### src/rtl/alu_mc.sv
// alu_mc: multi-cycle ALU with valid/ready handshake on both sides.
// Single-cycle ops (add/sub/logic/shift/rotate/compare) register their result
// on the accept edge; MULLO/MULHU run a WIDTH-cycle shift-add multiplier.
// Ports:
//   clk, rst_n            clock, asynchronous active-low reset
//   in_valid / in_ready   request handshake; op, a, b sampled on accept
//   out_valid / out_ready result handshake; res and flags held while out_valid
//   res, flag_z/n/c/v     registered result and flags
//   busy                  multiplier iterating
module alu_mc #(
  parameter int unsigned WIDTH = 16,
  parameter int unsigned SHW   = $clog2(WIDTH)
) (
  input  logic             clk,
  input  logic             rst_n,
  input  logic             in_valid,
  output logic             in_ready,
  input  logic [3:0]       op,
  input  logic [WIDTH-1:0] a,
  input  logic [WIDTH-1:0] b,
  output logic             out_valid,
  input  logic             out_ready,
  output logic [WIDTH-1:0] res,
  output logic             flag_z,
  output logic             flag_n,
  output logic             flag_c,
  output logic             flag_v,
  output logic             busy
);

  typedef enum logic [1:0] {IDLE, BUSY, DONE} state_t;

  state_t state, state_nxt;

  // Low while in reset and until the first clock edge afterwards, so in_ready
  // stays deasserted during reset even though state already reads IDLE.
  logic alive;

  logic accept;
  logic is_mul;

  // Multiplier state
  logic [2*WIDTH-1:0] prod;
  logic [WIDTH-1:0]   mcand;
  logic [SHW:0]       cnt;
  logic               mul_hi;
  logic [WIDTH:0]     mul_sum;
  logic [2*WIDTH-1:0] prod_nxt;
  logic [WIDTH-1:0]   mul_res;
  logic               mul_last;

  // Single-cycle datapath
  logic [WIDTH:0]     sum_add;
  logic [WIDTH:0]     sum_sub;
  logic               v_add;
  logic               v_sub;
  logic [SHW-1:0]     shamt;
  logic [2*WIDTH-1:0] dbl;
  logic [2*WIDTH-1:0] rot_l;
  logic [2*WIDTH-1:0] rot_r;
  logic [WIDTH-1:0]   alu_res;
  logic               alu_c;
  logic               alu_v;
  logic               alu_rsv;

  assign is_mul = (op == 4'b1100) || (op == 4'b1101);
  assign accept = in_valid & in_ready;

  // ---------------------------------------------------------------- FSM
  always_ff @(posedge clk or negedge rst_n) begin
    if (!rst_n) state <= IDLE;
    else        state <= state_nxt;
  end

  always_comb begin
    state_nxt = state;
    unique case (state)
      IDLE: if (accept) state_nxt = is_mul ? BUSY : DONE;
      BUSY: if (mul_last) state_nxt = DONE;
      DONE: begin
        if (accept)         state_nxt = is_mul ? BUSY : DONE;
        else if (out_ready) state_nxt = IDLE;
      end
      default: state_nxt = IDLE;
    endcase
  end

  always_comb begin
    in_ready  = alive & ((state == IDLE) | ((state == DONE) & out_ready));
    out_valid = (state == DONE);
    busy      = (state == BUSY);
  end

  always_ff @(posedge clk or negedge rst_n) begin
    if (!rst_n) alive <= 1'b0;
    else        alive <= 1'b1;
  end

  // ---------------------------------------------------- single-cycle ALU
  always_comb begin
    sum_add = {1'b0, a} + {1'b0, b};
    sum_sub = {1'b0, a} + {1'b0, ~b} + {{WIDTH{1'b0}}, 1'b1};
    v_add   = (a[WIDTH-1] == b[WIDTH-1]) & (sum_add[WIDTH-1] != a[WIDTH-1]);
    v_sub   = (a[WIDTH-1] != b[WIDTH-1]) & (sum_sub[WIDTH-1] != a[WIDTH-1]);
    shamt   = b[SHW-1:0];
    dbl     = {a, a};
    rot_l   = dbl << shamt;
    rot_r   = dbl >> shamt;
  end

  always_comb begin
    alu_res = '0;
    alu_c   = 1'b0;
    alu_v   = 1'b0;
    alu_rsv = 1'b0;
    unique case (op)
      4'b0000: begin alu_res = sum_add[WIDTH-1:0]; alu_c = sum_add[WIDTH]; alu_v = v_add; end
      4'b0001: begin alu_res = sum_sub[WIDTH-1:0]; alu_c = sum_sub[WIDTH]; alu_v = v_sub; end
      4'b0010: alu_res = a ^ b;
      4'b0011: alu_res = a & ~b;
      4'b0100: alu_res = rot_l[2*WIDTH-1:WIDTH];
      4'b0101: alu_res = a << shamt;
      4'b0110: alu_res = rot_r[WIDTH-1:0];
      4'b0111: alu_res = a >> shamt;
      4'b1000: alu_res = {{(WIDTH-1){1'b0}}, a == b};
      4'b1001: alu_res = {{(WIDTH-1){1'b0}}, $signed(a) < $signed(b)};
      4'b1010: alu_res = {{(WIDTH-1){1'b0}}, $signed(a) <= $signed(b)};
      4'b1011: alu_res = {{(WIDTH-1){1'b0}}, sum_add[WIDTH]};
      4'b1100, 4'b1101: alu_res = '0;
      default: alu_rsv = 1'b1;
    endcase
  end

  // ---------------------------------------------------------- multiplier
  // Right-shifting product register: low half starts as the multiplier and
  // is consumed LSB first while partial sums accumulate into the high half.
  always_comb begin
    mul_sum  = {1'b0, prod[2*WIDTH-1:WIDTH]} + (prod[0] ? {1'b0, mcand} : '0);
    prod_nxt = {mul_sum, prod[WIDTH-1:1]};
    mul_res  = mul_hi ? prod_nxt[2*WIDTH-1:WIDTH] : prod_nxt[WIDTH-1:0];
    mul_last = (state == BUSY) && (cnt == (SHW+1)'(1));
  end

  always_ff @(posedge clk or negedge rst_n) begin
    if (!rst_n) begin
      prod   <= '0;
      mcand  <= '0;
      cnt    <= '0;
      mul_hi <= 1'b0;
      res    <= '0;
      flag_z <= 1'b0;
      flag_n <= 1'b0;
      flag_c <= 1'b0;
      flag_v <= 1'b0;
    end else if (accept) begin
      if (is_mul) begin
        prod   <= {{WIDTH{1'b0}}, b};
        mcand  <= a;
        cnt    <= (SHW+1)'(WIDTH);
        mul_hi <= op[0];
      end else begin
        res    <= alu_res;
        // Reserved opcodes report all flags clear, including Z.
        flag_z <= ~alu_rsv & (alu_res == '0);
        flag_n <= alu_res[WIDTH-1];
        flag_c <= alu_c;
        flag_v <= alu_v;
      end
    end else if (state == BUSY) begin
      prod <= prod_nxt;
      cnt  <= cnt - (SHW+1)'(1);
      if (mul_last) begin
        res    <= mul_res;
        flag_z <= (mul_res == '0);
        flag_n <= mul_res[WIDTH-1];
        flag_c <= 1'b0;
        flag_v <= ~mul_hi & (|prod_nxt[2*WIDTH-1:WIDTH]);
      end
    end
  end

endmodule
### config.mk
export PLATFORM = sky130hd
export DESIGN_NAME = alu_mc
export DESIGN_NICKNAME = d
export VERILOG_FILES = /design/src/rtl/alu_mc.sv
export SDC_FILE = /design/constraint.sdc
export NUM_CORES = 1
export LEC_CHECK = 0
export BUFFER_PORTS_ARGS = -buffer_cell sky130_fd_sc_hd__buf_4
export CAP_MARGIN = 25
export CELL_PAD_IN_SITES_DETAIL_PLACEMENT = 1
export CELL_PAD_IN_SITES_GLOBAL_PLACEMENT = 1
export CORE_UTILIZATION = 39
export DETAILED_ROUTE_END_ITERATION = 10
export PLACE_DENSITY_LB_ADDON = 0.1
export SYNTH_ARGS = -nofsm -noshare
export SYNTH_HDL_FRONTEND = slang
export SYNTH_SLANG_ARGS = --single-unit
### constraint.sdc
create_clock -name clk -period 4.3 [get_ports clk]
set_clock_uncertainty 0.1 [all_clocks]
set_input_delay 0.43 -clock clk [delete_from_list [all_inputs] [get_ports clk]]
set_output_delay 0.43 -clock clk [all_outputs]
set_load 0.01 [all_outputs]
---- After elaboration in Yosys (flattened, before gate mapping) ----
Index checks and enable logic that the tools add are counted.
storage, ports and cells
  bits in latches ......................... 0
  input bits .............................. 40
  memories kept ........................... 0
  output and inout port bits .............. 23
  ROM bits ................................ 0
  memory bits (writable) .................. 0
  register bits after elaboration ......... 77
cells by class
  $lt $le $gt $ge ......................... 2
  add/sub/neg operators ................... 5
  reductions and logical operators ........ 14
  divide/modulo/power cells ............... 0
  multiplexer cells ....................... 37
  bitwise logic cells ..................... 12
  multipliers ............................. 0
  equality and inequality tests ........... 26
  shifts and indexed selects .............. 4
operators by type and width
  kind                   count
  $pmux 16 s12           1
  $mux 16                6
  $mux 32                3
  $add 16x16->17         3
  $logic_not 16->1       2
  $shl 32x4->32          1
  $shr 32x4->16          1
  $eq 4x4->1 const B     6
  $add 17x1->17 const B  1
  $and 16x16->16         1
  $eq 16x16->1           1
  $eq 4x3->1 const B     4
  $le 16x16->1           1
  $lt 16x16->1           1
  $mux 1                 16
  $not 16->16            1
  $reduce_or 16->1       1
  $shl 16x4->16          1
  $shr 16x4->16          1
  $xor 16x16->16         1
  $mux 5                 3
  $reduce_or 14->1       1
  $mux 2                 5
  $eq 4x2->1 const B     2
  other kinds (22)       36

---- Longest topological paths before layout ----
  depth after elaboration ................. 8
  gate-level depth with buffers ........... 16

---- Worst setup path before layout ----
OpenSTA, ideal clock, no wires.
  kind .................................... in2reg
  start ................................... input b[2]
  end ..................................... register flag_z
  stages .................................. 16
  setup time .............................. 0.087 ns
  path buffers ............................ 4
  path slack .............................. 0.360 ns
  arrival time ............................ 3.754 ns
  cell sequence ........................... buf_6 -> buf_2 -> buf_2 -> clkinv_1 -> ha_1 -> clkbuf_1 -> a21o_1 -> a221o_1 -> a311oi_1 -> o21ai_0 -> a221o_1 -> a21oi_1 -> o2111ai_1 -> nor3_1 -> nand4bb_1 -> o211ai_1
on the way
  longest elaborated chain between the ends .. 8
  elaborated cells between the ends (all ways) .. 18
RTL lines
  element               line      text
  start, declared       20        input logic [WIDTH-1:0] b,
  $not 16->16           102, 120
  $add 16x16->17        102       sum_sub = {1'b0, a} + {1'b0, ~b} + {{WIDTH{1'b0}}, 1'b1};
  $add 17x1->17         102
  $pmux 16 s12 (*)      116       unique case (op)
  $logic_not 16->1 (*)  164       flag_z <= ~alu_rsv & (alu_res == '0);
  $and 1x1->1 (*)       164
  $mux 1 (*)            156       if (is_mul) begin
  $mux 1 (*)            155       end else if (accept) begin
  end signal, assigned  164
  end signal, assigned  174       flag_z <= (mul_res == '0);
  end, declared         24        output logic flag_z,
Every way passes the cells marked *; elsewhere a longest branch is shown, timed or not. The select of a mux whose other input is x is not followed.
A chain may end at the register's enable or synchronous reset.

---- Worst setup path in the final report ----
  start ................................... input a[0]
  end ..................................... register flag_z
on the way
  longest elaborated chain between the ends .. 7
  elaborated cells between the ends (all ways) .. 17
RTL lines
  element               line  text
  start, declared       19    input logic [WIDTH-1:0] a,
  $add 16x16->17        102
  $add 17x1->17         102
  $pmux 16 s12 (*)      116
  $logic_not 16->1 (*)  164
  $and 1x1->1 (*)       164
  $mux 1 (*)            156
  $mux 1 (*)            155
Marked as above.

==> flow_summary.yaml <==
sta:
  fin_tns_setup_ps: 0
  rsz0062_at_grt: "false"
  relSlewSlack_pct: 38.14
  finalHoldViolations: 0
  finalCriticalPeriod_ps: 4092
  worst_pin_slew_ps: 927.9
  fin_crit_sh_pct: 95.16
  setup-violations-final: 0
  fmax_mhz: 244.4
  slew_viol_final: 0
grt:
  grt-ovfl-total: 0
  grt_pass1_vias: 8884
  antenna_found_initial: 0
  grt_first_pass_wirelength_um: 54810
  grt_usage_pct: 31.96
  grt_max_degree: 77
worst_setup_path:
  crit_path_start_kind: "input pin"
  required_ps: 4450
  slowest_stage: "a2111oi_0"
  crit_chain: "buf_4, inv_1, ha_1, inv_1, fa_1, mux2_2, a22o_1, a2111oi_0, buf_4, o21ai_0, nor4_1, nand4_1, or4_1, nor3_1, nand4bb_1, o211ai_1"
  crit_type: "input pin to flop"
  end_kind: "flop"
  slowest_delay_ps: 580
  crit_arrival_ps: 4240
  cp_max_fo: 12
yosys:
  synth-seq-area-share_pct: 21.73
  synth.top_cell.area_share_pct: 21.73
  synthArstFlopShare_pct: 100.0
  synth.distinct_cells: 77
  syn_avg_cell_area_um2: 7.744
  netlist_area_um2: 8751
  netlist_instances: 1130
  synth_edf_count: 0
  synth_top_area_cell: "dfrtp_1"
  yosys_most_used_dff: "dfrtp_1"
  ys_warn_count: 0
  syn_nets: 1224
  synth_area_leaders: "dfrtp_1 (22%), mux2i_1 (7.7%), ha_1 (7.3%)"
  ys_ff_latch: 76
cts:
  clock_sinks: 76
  cts_buffers: 9
  clock_latency_ps: 340
  clk_path_buf_depth: 2
  htreeDepth: 3
  cts-root-buf: "clkbuf_16"
  cts_tree: "yes"
  clkTransAtPathRegs_ps: 60
route:
  highest_layer: "met4"
  dr_wl_met2_um: 16840
  vias: 9036
  wl_per_cell_um: 24.95
  drc: 0
  wl_met3_um: 1548
  first_pass_iters: 5
  wirelength_um: 36210
  wl_met1_um: 16560
  viasPerCell: 6.227
  ant_nets: 0
  first_iter_violations: 612
die:
  die_h_um: 151.8
  die_w_um: 151.8
  initial_core_util_pct: 39.97
  core-area_um2: 21890
  pin_count: 63
  die_area_um2: 23040
  rows: 54
placed_design:
  place.gp.congestion: 1.003
  port_buffers: 62
  hpwl_um: 28050
cells_and_area:
  fillers: 2714
  drive_above_1_share_pct: 15.37
  nets: 1261
  final_common_cell: "nand2_1"
  final_util_pct: 45.27
  layout_common_cells: "nand2_1 (147), buf_4 (106), nor2_1 (91)"
  num_antenna_cells: 0
  area_delta_synth_final_pct: 13.25
pwr:
  p_leak_uw: 0.004508
  ir_drop_mv: 0.1710
  powerDensity_nw_per_um2: 406.8
  design_power_total_uw: 4032
hold_path:
  min_path_type: "input pin to flop"
run:
  cap_viol_max_count: 0
run_status:
  status: "finished, final reports clean"
-- final cells by class --
type | instances | area, µm² | area share, %
clock inverters | 5 | 77.57 | 0.7827
well taps | 280 | 350.3 | 3.535
repair buffers | 108 | 833.3 | 8.408
multi-input cells | 927 | 6350 | 64.07
clock buffers | 10 | 229.0 | 2.310
inverters | 45 | 168.9 | 1.704
flip-flops and latches | 76 | 1902 | 19.19
-- Yosys cell counts, drive strengths merged, types with 21 or more instances --
cell	count
nand3	29
o22ai	32
nor2	92
dfrtp	76
clkbuf	61
nor3	32
a21oi	74
buf	21
ha	51
o21ai	82
mux2i	67
inv	44
mux2	24
nand2	147
and2	24
-- worst max-delay path, delay by kind of cell --
kind | cells | cell delay [ps]
AND/OR/NAND/NOR | 5 | 1450
AO/OA/AOI/OAI | 4 | 950
adder cells (fa/ha/maj) | 2 | 600
buffers and inverters | 4 | 530
multiplexers | 1 | 270
-- logic make-up (layout without fill, tap and decap cells) --
logic type	Yosys count	count (layout)	share of synthesized area, %
XOR/XNOR	22	22	2.202
other	1	1	0.04285
AO/OA/AOI/OAI	340	340	25.77
adder cells (fa/ha/maj)	54	54	7.978
buffers and inverters	127	168	5.919
AND/OR/NAND/NOR	404	404	21.75
flip-flops	76	76	21.73
multiplexers	106	106	14.61
-- state kept, by name (all words and copies together), names as in the netlist --
| signal | count |
|---|---|
| state | 2 |
| alive | 1 |
| mul_hi | 1 |
| res | 16 |
| flag_v | 1 |
| prod | 32 |
| flag_c | 1 |
| flag_z | 1 |
| mcand | 16 |
| cnt | 5 |
-- per-stage QoR --
| step | hold slack, ps | worst slack (ps) | instances | area (µm²) |
|---|---|---|---|---|
| 6_report | 170.6 | 208.2 | 1451 | 9911 |
| 5_1_grt | 178.4 | 102.8 | 1451 | 9911 |
| 4_1_cts | 168.0 | 359.2 | 1449 | 9873 |
| 3_5_place_dp | 359.5 | 20.78 | 1434 | 9567 |
| 3_3_place_gp | 350.5 | 214.9 | 1434 | 9567 |
| 2_1_floorplan | 34.41 | 359.9 | 1130 | 8751 |
-- path summary, 6_finish.rpt --
path / start / endpoint / slack (ps) / cells after the start
hold / removal: out_ready / state[1] / 170 / 2
hold reg to reg: mcand[7] / mcand[7] / 370 / 2
setup / recovery: a[0] / flag_z / 210 / 16
setup reg to reg: prod[0] / flag_z / 360 / 12
max in group asynchronous: rst_n / mcand[11] / 3160 / 3
min in group asynchronous: rst_n / cnt[3] / 360 / 2
-- where the power goes --
part	internal, µW	switching, µW	total (µW)
clock	503	301	804
sequential	987	244	1230
combinational	831	1170	2000
-- layer usage --
layer / track usage, % / vias up
li1: - / 4227
met1: 44.00 / 4493
met2: 51.68 / 258
met3: 2.844 / 58
met4: 11.88 / 0
met5: 0 / -
-- what timing repair did --
action / CTS / global route
endpoints found under the hold margin: 0 / 7
setup buffers: 0 / 0
hold buffers: 0 / 1
gates resized for setup: 0 / 0
Note: power is estimated with default switching activity, not from simulation.
